[config.mk]
export PLATFORM = sky130hd
export DESIGN_NAME = sha256_ctrl
export DESIGN_NICKNAME = d
export VERILOG_FILES = /design/src/rtl/sha256_ctrl.sv
export SDC_FILE = /design/constraint.sdc
export NUM_CORES = 1
export LEC_CHECK = 0
export ABC_AREA = 0
export CAP_MARGIN = 25
export CORE_UTILIZATION = 49
export CTS_BUF_LIST = sky130_fd_sc_hd__clkbuf_8
export CTS_CLUSTER_DIAMETER = 50
export DETAILED_ROUTE_END_ITERATION = 6
export GPL_TIMING_DRIVEN = 0
export HOLD_SLACK_MARGIN = 0.1
export PLACE_DENSITY = 0.87
export SETUP_SLACK_MARGIN = 0.1
export SYNTH_ARGS = -nofsm -noshare
export SYNTH_HDL_FRONTEND = slang
export SYNTH_SLANG_ARGS = --single-unit
[constraint.sdc]
create_clock -name clk -period 2.1 [get_ports clk]
set_clock_uncertainty 0.2 [all_clocks]
set_input_delay 0.42 -clock clk [delete_from_list [all_inputs] [get_ports clk]]
set_output_delay 0.42 -clock clk [all_outputs]
set_load 0.03 [all_outputs]
[src/rtl/sha256_ctrl.sv]
// sha256_ctrl: top-level sequencer for the SHA-256 core.
// Gates host words into the block buffer, then runs the compression core
// through LOAD and NUM_ROUNDS rounds. It then commits the result into
// prev_hash and either rearms for the next block or flags the digest valid.
module sha256_ctrl #(
    parameter int WORDS_PER_BLOCK = 8,
    parameter int NUM_ROUNDS      = 64,
    localparam int RW             = $clog2(NUM_ROUNDS),
    localparam int WW             = $clog2(WORDS_PER_BLOCK)
) (
    input  logic          clk,
    input  logic          n_rst,
    input  logic          start,
    input  logic          data_valid,
    input  logic          last_block,
    output logic          ready,
    output logic          data_rcv,
    output logic          clear,
    output logic          reset_hash,
    output logic          sample_hash,
    output logic          load,
    output logic          round_en,
    output logic [RW-1:0] round_idx,
    output logic          busy,
    output logic          hash_valid
);

    typedef enum logic [2:0] {
        IDLE   = 3'd0,
        INIT   = 3'd1,
        RECV   = 3'd2,
        LOAD   = 3'd3,
        ROUND  = 3'd4,
        UPDATE = 3'd5,
        DONE   = 3'd6
    } state_t;

    localparam logic [WW-1:0] LAST_WORD  = WW'(WORDS_PER_BLOCK - 1);
    localparam logic [RW-1:0] LAST_ROUND = RW'(NUM_ROUNDS - 1);

    state_t        state, state_nxt;
    logic [WW-1:0] word_cnt;
    logic          last_q;

    logic last_word_acc;
    logic last_round;

    assign last_word_acc = (state == RECV) && data_valid && (word_cnt == LAST_WORD);
    assign last_round    = (state == ROUND) && (round_idx == LAST_ROUND);

    // State register.
    // NOTE: sequential state is updated with non-blocking (<=) assignments so
    // every flop samples its inputs from before the edge, independent of the
    // order in which the always blocks are evaluated.
    always_ff @(posedge clk or negedge n_rst) begin
        if (!n_rst) begin
            state <= IDLE;
        end else begin
            state <= state_nxt;
        end
    end

    // Word/round counters and the end-of-message flag captured with the last word.
    always_ff @(posedge clk or negedge n_rst) begin
        if (!n_rst) begin
            word_cnt  <= '0;
            round_idx <= '0;
            last_q    <= 1'b0;
        end else begin
            case (state)
                INIT: word_cnt <= '0;
                RECV: begin
                    if (last_word_acc) begin
                        word_cnt <= '0;
                        last_q   <= last_block;
                    end else if (data_valid) begin
                        word_cnt <= word_cnt + 1'b1;
                    end
                end
                LOAD: round_idx <= '0;
                ROUND: begin
                    if (last_round) begin
                        round_idx <= '0;
                    end else begin
                        round_idx <= round_idx + 1'b1;
                    end
                end
                default: ;
            endcase
        end
    end

    // Next-state logic and Moore decode of the strobes.
    // NOTE: every signal written here gets a default before the case; a path
    // that left one unassigned would infer a latch.
    always_comb begin
        state_nxt   = state;
        ready       = 1'b0;
        data_rcv    = 1'b0;
        clear       = 1'b0;
        reset_hash  = 1'b0;
        sample_hash = 1'b0;
        load        = 1'b0;
        round_en    = 1'b0;
        hash_valid  = 1'b0;
        busy        = (state != IDLE) && (state != DONE);

        case (state)
            IDLE: begin
                if (start) state_nxt = INIT;
            end
            INIT: begin
                reset_hash = 1'b1;
                clear      = 1'b1;
                state_nxt  = RECV;
            end
            RECV: begin
                ready    = 1'b1;
                data_rcv = data_valid;
                if (last_word_acc) state_nxt = LOAD;
            end
            LOAD: begin
                load      = 1'b1;
                state_nxt = ROUND;
            end
            ROUND: begin
                round_en = 1'b1;
                if (last_round) state_nxt = UPDATE;
            end
            UPDATE: begin
                sample_hash = 1'b1;
                if (last_q) begin
                    state_nxt = DONE;
                end else begin
                    // The next block starts from an empty buffer.
                    clear     = 1'b1;
                    state_nxt = RECV;
                end
            end
            DONE: begin
                hash_valid = 1'b1;
                if (start) state_nxt = INIT;
            end
            default: state_nxt = IDLE;
        endcase
    end

endmodule

==> results of run 1 <==
-- where the power goes --
| group | internal (mW) | switching, mW |
|---|---|---|
| Sequential | 0.325 | 0.0664 |
| Clock | 0.129 | 0.0949 |
| Combinational | 0.396 | 0.493 |
| Total | 0.850 | 0.654 |
-- area by class of cell --
type | count | area share (%)
sequential | 13 | 29.99
clock buffer | 3 | 3.806
tap | 15 | 1.730
timing repair buffer | 24 | 19.61
multi-input combinational | 57 | 38.64
clock inverter | 1 | 0.3460
inverter | 4 | 2.076
buffer | 4 | 3.806
-- worst max-delay path by stage --
stage | start | to | slack (ps)
after detailed placement | data_valid | data_rcv | -330
final | state[0] | round_en | 40
after CTS | state[0] | round_en | 0.9
after global routing | state[0] | round_en | -4
after floorplan | state[1] | hash_valid | 120
after global placement | data_valid | data_rcv | -330
-- critical path: cells and delay by family (launching register included) --
| kind | cells | cell delay (ps) |
|---|---|---|
| buffers and inverters | 4 | 450 |
| flip-flops | 1 | 370 |
| AND/OR/NAND/NOR | 1 | 370 |
-- cell usage in the layout, fill, tap and decap left out, drive strengths merged --
cell           synthesis  layout
nor2b                  2       2
a21o                   1       1
nand4b                 1       1
nand2b                 4       4
or3b                   1       1
ha                     3       3
and3                   2       2
a31oi                  1       1
a22o                   1       1
clkbuf                 1       4
inv                    3       5
dlymetal6s2s           0       3
nor3b                  2       2
nand3b                 1       1
dfrtp                 13      13
nor3                   2       2
nand2                 10      10
nand3                  7       7
o21ai                  4       4
o31ai                  1       1
xor2                   1       1
a211o                  1       1
o22ai                  1       1
buf                    3      16
nor2                   3       3
clkdlybuf4s50          0       6
xnor2                  1       1
and3b                  1       1
clkdlybuf4s15          0       1
dlygate4sd2            0       1
a21oi                  2       2
mux2                   2       2
a311oi                 2       2
-- sequential cells by signal, summed over array words and instances, names as in the netlist --
name,flops
round_idx,6
last_q,1
state,3
word_cnt,3
-- kinds of logic (layout without fill, tap and decap cells) --
logic type / Yosys count / in the layout / share of synthesized area [%]
simple gates: 36 / 36 / 26.47
compound gates: 14 / 14 / 14.22
flops: 13 / 13 / 42.48
buf+inv: 8 / 36 / 6.698
fa+ha+maj: 3 / 3 / 4.902
xor+xnor: 2 / 2 / 2.288
mux: 2 / 2 / 2.941
-- layer usage --
metal | vias up | global-route usage [%]
met2 | 15 | 34.06
li1 | 334 | -
met4 | 0 | 11.61
met5 | - | 0
met1 | 353 | 25.42
met3 | 5 | 5.217
-- per-stage QoR --
step                area, um2  hold WS [ps]
floorplan               772.0        -75.59
global placement        980.9         285.5
detailed placement      980.9         292.9
CTS                      1025         299.1
global route             1085         329.7
finish                   1085         296.6
-- repair_timing --
item | in CTS | in global routing
pin swaps | 0 | 1
cloned | 0 | 0
endpoints found under the setup margin | 10 | 9
setup buffers | 0 | 5
resized for setup | 47 | 18
hold endpoints to repair | 0 | 0
==> impl_metrics.csv, run 1 <==
group,metric,value,unit
yosys,synth_largest_type_area_fraction,42.48,%
power,power.density,1387,nW/um2
routing,detailedRoute.firstPassIterationCount,4,
yosys,yosysWarningCount,0,
setup_path,worst_path_largest_cell_delay,370,ps
setup_path,crit_top_cell,"sky130_fd_sc_hd__buf_6",
sta,rsz_0062_raised_after_global_routing,"yes",
yosys,syn_area,765.7,um2
cts,cts_tree,"built",
sta,period_share,98.16,%
die,design.portCount,20,
cts,cts-root-to-sink-buffers,2,
routing,route.layer.met1.wl,786,um
cts,clock-root-buffer,"sky130_fd_sc_hd__clkbuf_8",
cts,clkTransAtPathRegs,60,ps
finish,fillCellCount,89,
setup_path,worstPathArrival,1440,ps
yosys,synthesis.nets,86,
routing,vias,707,
placement,dpl.cell_count,112,
power,report.power.total,1.504,mW
routing,met3_length,72,um
finish,num-nets-final,115,
yosys,synthFlopType,"sky130_fd_sc_hd__dfrtp_1",
finish,layoutNonFillerInstCount,121,
cts,tritoncts.num_buffers,3,
die,fp.dieW,41.53,um
sta,worst_slack,38.54,ps
grt,maximum_number_of_pins_on_one_net_before_global_route_repair,14,
hold_path,worst_min_path_start,"word_cnt[0]",
routing,drt-wirelength-per-cell,14.99,um
cts,cts.sink_count,13,
yosys,synth.area.top_cells,"sky130_fd_sc_hd__dfrtp_1, sky130_fd_sc_hd__ha_1, sky130_fd_sc_hd__nand2_1",
status,outcome,"completed",
die,die_y,41.53,um
setup_path,rr_endpoint,"round_idx[5]",
grt,number_of_antenna_violations_at_the_first_check_in_global_routing,0,
setup_path,worst_ep_required_time,1480,ps
sta,final.min_clock_period,2061,ps
finish,layout.core_utilization,78.46,%
cts,cts-hold-fix-buffers,0,
setup_path,setup.worst_path.class,"reg -> out",
yosys,ys_seq_area_share,42.48,%
die,rows,13,
finish,seqCellArea,325.3,um2
routing,routed-wl-met2,911,um
yosys,avgSynthCellArea,9.817,um2
grt,groute.usage.overall,21.04,%
sta,final_max_slew_viol_count,0,
routing,final_antenna_net_count,0,
power,worst_ir_drop_vdd,0.0008100,V
die,initial_core_util,55.38,%
die,area_of_the_die,1725,um2
routing,top_layer,"met4",
setup_path,worst-r2r-cell-count,7,
yosys,post_synth_most_frequent_cells,"sky130_fd_sc_hd__dfrtp_1, sky130_fd_sc_hd__nand2_1, sky130_fd_sc_hd__nand3_1",
placement,dp_slack,-327.0,ps
routing,drtIter0Drc,13,
finish,n_antenna_cell,0,
yosys,synth_area_leader_cell,"sky130_fd_sc_hd__dfrtp_1",
cts,cts_max_level,1,
placement,place_congestion,0.7842,
routing,post-route-drc-count,0,
hold_path,holdPathEnd,"word_cnt[0]",
finish,layout-drive-gt1-share,33.96,%
hold_path,hold_path_class,"reg -> reg",
hold_path,hold_depth,1,
sta,timing.fmax,0.4851,GHz
yosys,syn-instance-count,78,
grt,grt_pass1_wl,2718,um
grt,first_global_vias,624,
sta,final.setup.tns,0,ps
yosys,synth_enable_flop_cells,0,
setup_path,crit_path_start_kind,"flop",
grt,globalRoute.totalOverflow,0,
placement,count_of_buffers_from_port_buffering,19,
routing,wirelength,1814,um
cts,worstSkewPairLatency,250,ps
routing,detail_route.vias_per_cell,5.843,
finish,multiInputGateArea,419.2,um2
finish,flow.area_growth_from_synthesis,41.67,%
die,design.core.area,1383,um2
sta,worst_slew_pin_slew,608.3,ps
setup_path,endpoint_kind,"primary output",
sta,finalSetupViolations,0,
power,p_leak,0.5886,nW
yosys,post-synth-top-count-cell,"sky130_fd_sc_hd__dfrtp_1",
setup_path,cpMaxStageDelayCell,"sky130_fd_sc_hd__dfrtp_1",
sta,final-hold-violation-count,0,
setup_path,path_cells,"buf_6 -> or3b_4 -> buf_6 -> inv_8 -> buf_6",
setup_path,worst_setup_slack_for_register_to_register_paths,260,ps
yosys,postSynthRegisterBits,13,
sta,timing.max_slew.rel_slack,59.32,%
setup_path,critical_path_maximum_fanout,8,
yosys,synth-async-reset-ratio,100.0,%
flow_run,drv.max_cap_violation_count,0,
yosys,synth_cell_type_count,36,
setup_path,crit-reg2reg-launch,"state[0]",
(Power assumes the default switching activity.)
==> run 2: changes to the inputs <==
PLACE_DENSITY = 0.8   (was 0.87)
==> run 2 against run 1 <==
Total power increased by 2.1%. Flip-flop and latch count unchanged. Largest power group unchanged. Highest routed layer unchanged. Cell count increased by 3.3%. Combinational power increased by 2.8%.
==> impl_metrics.csv, run 2 (synthesis results as in run 1) <==
group,metric,value,unit
routing,final_antenna_net_count,0,
power,worst_ir_drop_vdd,0.0008177,V
status,outcome,"completed",
grt,groute.usage.overall,21.93,%
routing,drt-wirelength-per-cell,15.94,um
finish,top_regs,"round_idx x6, state x3, word_cnt x3",
cts,cts.sink_count,13,
cts,cts_tree,"built",
finish,layout-drive-gt1-share,34.55,%
cts,cts-root-to-sink-buffers,2,
placement,place_congestion,0.7810,
sta,finalSetupViolations,0,
routing,drtIter0Drc,16,
cts,cts_max_level,1,
routing,post-route-drc-count,0,
finish,mostFrequentLayoutCells,"sky130_fd_sc_hd__dfrtp_1, sky130_fd_sc_hd__buf_4, sky130_fd_sc_hd__nand2_1",
routing,wirelength,1993,um
sta,hold-worst-slack,302.8,ps
setup_path,setup.worst_path.class,"reg -> out",
placement,count_of_buffers_from_port_buffering,19,
power,cell_internal_pwr,0.8626,mW
power,power.density,1396,nW/um2
finish,top_register,"round_idx",
hold_path,holdPathEnd,"word_cnt[1]",
finish,flow.area_growth_from_synthesis,43.63,%
finish,n_antenna_cell,0,
cts,worstSkewPairLatency,250,ps
die,design.portCount,20,
finish,largest_reg_flops,6,
die,rows,13,
hold_path,worst_min_path_start,"word_cnt[1]",
setup_path,worst-r2r-cell-count,8,
die,area_of_the_die,1725,um2
die,initial_core_util,55.38,%
hold_path,hold_path_class,"reg -> reg",
cts,clock-root-buffer,"sky130_fd_sc_hd__clkbuf_8",
cts,clkTransAtPathRegs,60,ps
setup_path,crit_path_start_kind,"flop",
die,design.core.area,1383,um2
grt,maximum_number_of_pins_on_one_net_before_global_route_repair,14,
routing,detailedRoute.firstPassIterationCount,4,
setup_path,rr_endpoint,"round_idx[5]",
routing,vias,730,
sta,period_share,96.49,%
setup_path,worst_setup_slack_for_register_to_register_paths,160,ps
hold_path,hold_depth,2,
die,fp.dieW,41.53,um
power,power.switching_fraction,43.81,%
setup_path,critical_path_maximum_fanout,7,
placement,place_hpwl,1119,um
finish,layout.cells.most_common,"sky130_fd_sc_hd__dfrtp_1",
setup_path,endpoint_kind,"primary output",
setup_path,crit-reg2reg-launch,"state[0]",
setup_path,worst_ep_required_time,1480,ps
routing,detail_route.vias_per_cell,5.840,
finish,num-nets-final,119,
die,die_y,41.53,um
sta,final_max_slew_viol_count,0,
power,pwr-share-seq,25.7,%
sta,timing.max_slew.rel_slack,59.18,%
power,clock_power_share,14.7,%
sta,final-hold-violation-count,0,
cts,tritoncts.num_buffers,3,
grt,globalRoute.totalOverflow,0,
setup_path,worstPathArrival,1410,ps
power,net-switching-power,0.6725,mW
sta,timing.fmax,0.4935,GHz
sta,final.min_clock_period,2026,ps
grt,first_global_vias,589,
flow_run,drv.max_cap_violation_count,0,
grt,grt_pass1_wl,2877,um
sta,rsz_0062_raised_after_global_routing,"yes",
cts,cts-hold-fix-buffers,0,
sta,worst_slack,73.75,ps
grt,number_of_antenna_violations_at_the_first_check_in_global_routing,0,
sta,worst_slew_pin_slew,610.3,ps
power,p_leak,0.6206,nW
placement,dp_slack,-324.2,ps
power,comb_power_share,59.5,%
-- run 2: changes by cell type in the layout (fill, tap and decap cells not counted), sizes merged --
cell,delta
buf,+3
dlymetal6s2s,+1
clkinv,+1
clkbuf,+1
clkdlybuf4s50,-1
inv,-1
-- run 2: repair_timing --
item                                    4_1_cts  5_1_grt
gates resized for setup                      47       12
buffers inserted                              3        5
pin swaps                                     1        2
cloned                                        0        1
endpoints found under the setup margin       10       13
-- run 2: power by group through the flow --
| stage | combinational (mW) | clock, mW | sequential, mW |
|---|---|---|---|
| after floorplan | 0.500 | 0 | 0.434 |
| after global placement | 0.793 | 0 | 0.389 |
| after detailed placement | 0.799 | 0 | 0.394 |
| after CTS | 0.842 | 0.225 | 0.392 |
| after global routing | 0.971 | 0.241 | 0.404 |
| final | 0.914 | 0.226 | 0.395 |
-- run 2: worst max-delay path: stages, from the launching register on --
cell and delay (ps):
sky130_fd_sc_hd__dfrtp_1 370, sky130_fd_sc_hd__buf_6 130, sky130_fd_sc_hd__or3b_1 360, sky130_fd_sc_hd__buf_6 140, sky130_fd_sc_hd__clkinv_4 40, sky130_fd_sc_hd__buf_6 120
-- run 2: area by class of cell --
class                           count  area, um2
Buffer                              4      41.29
Clock buffer                        3      41.29
Clock inverter                      1      3.754
Fill cell                          89      282.8
Inverter                            4      20.02
Multi-Input combinational cell     57      412.9
Sequential cell                    13      325.3
Tap cell                           15      18.77
Timing Repair Buffer               28      236.5
-- run 2: per-stage QoR --
stage | setup TNS [ps] | cells | cell area (um2) | utilization (%) | total power [mW]
final | 0 | 125 | 1100 | 79.55 | 1.535
after global routing | 0 | 125 | 1100 | 79.55 | 1.616
after CTS | 0 | 119 | 1055 | 76.29 | 1.459
after detailed placement | -1397 | 112 | 980.9 | 70.95 | 1.193
after global placement | -1417 | 112 | 980.9 | 70.95 | 1.182
after floorplan | 0 | 78 | 772.0 | - | 0.9336
-- run 2: worst max path at each step --
stage	to	slack [ps]	cells after the start	from
floorplan	hash_valid	120	2	state[1]
global placement	data_rcv	-320	4	data_valid
detailed placement	data_rcv	-320	4	data_valid
CTS	round_en	60	5	state[0]
global route	round_en	40	5	state[0]
finish	round_en	70	5	state[0]
-- run 2: per-layer routing --
metal | vias to the layer above | wire, um | track usage, %
met5 | - | 0 | 0
met3 | 6 | 73 | 5.217
met4 | 0 | 29 | 7.742
li1 | 342 | - | -
met1 | 355 | 899 | 32.68
met2 | 27 | 992 | 30.94
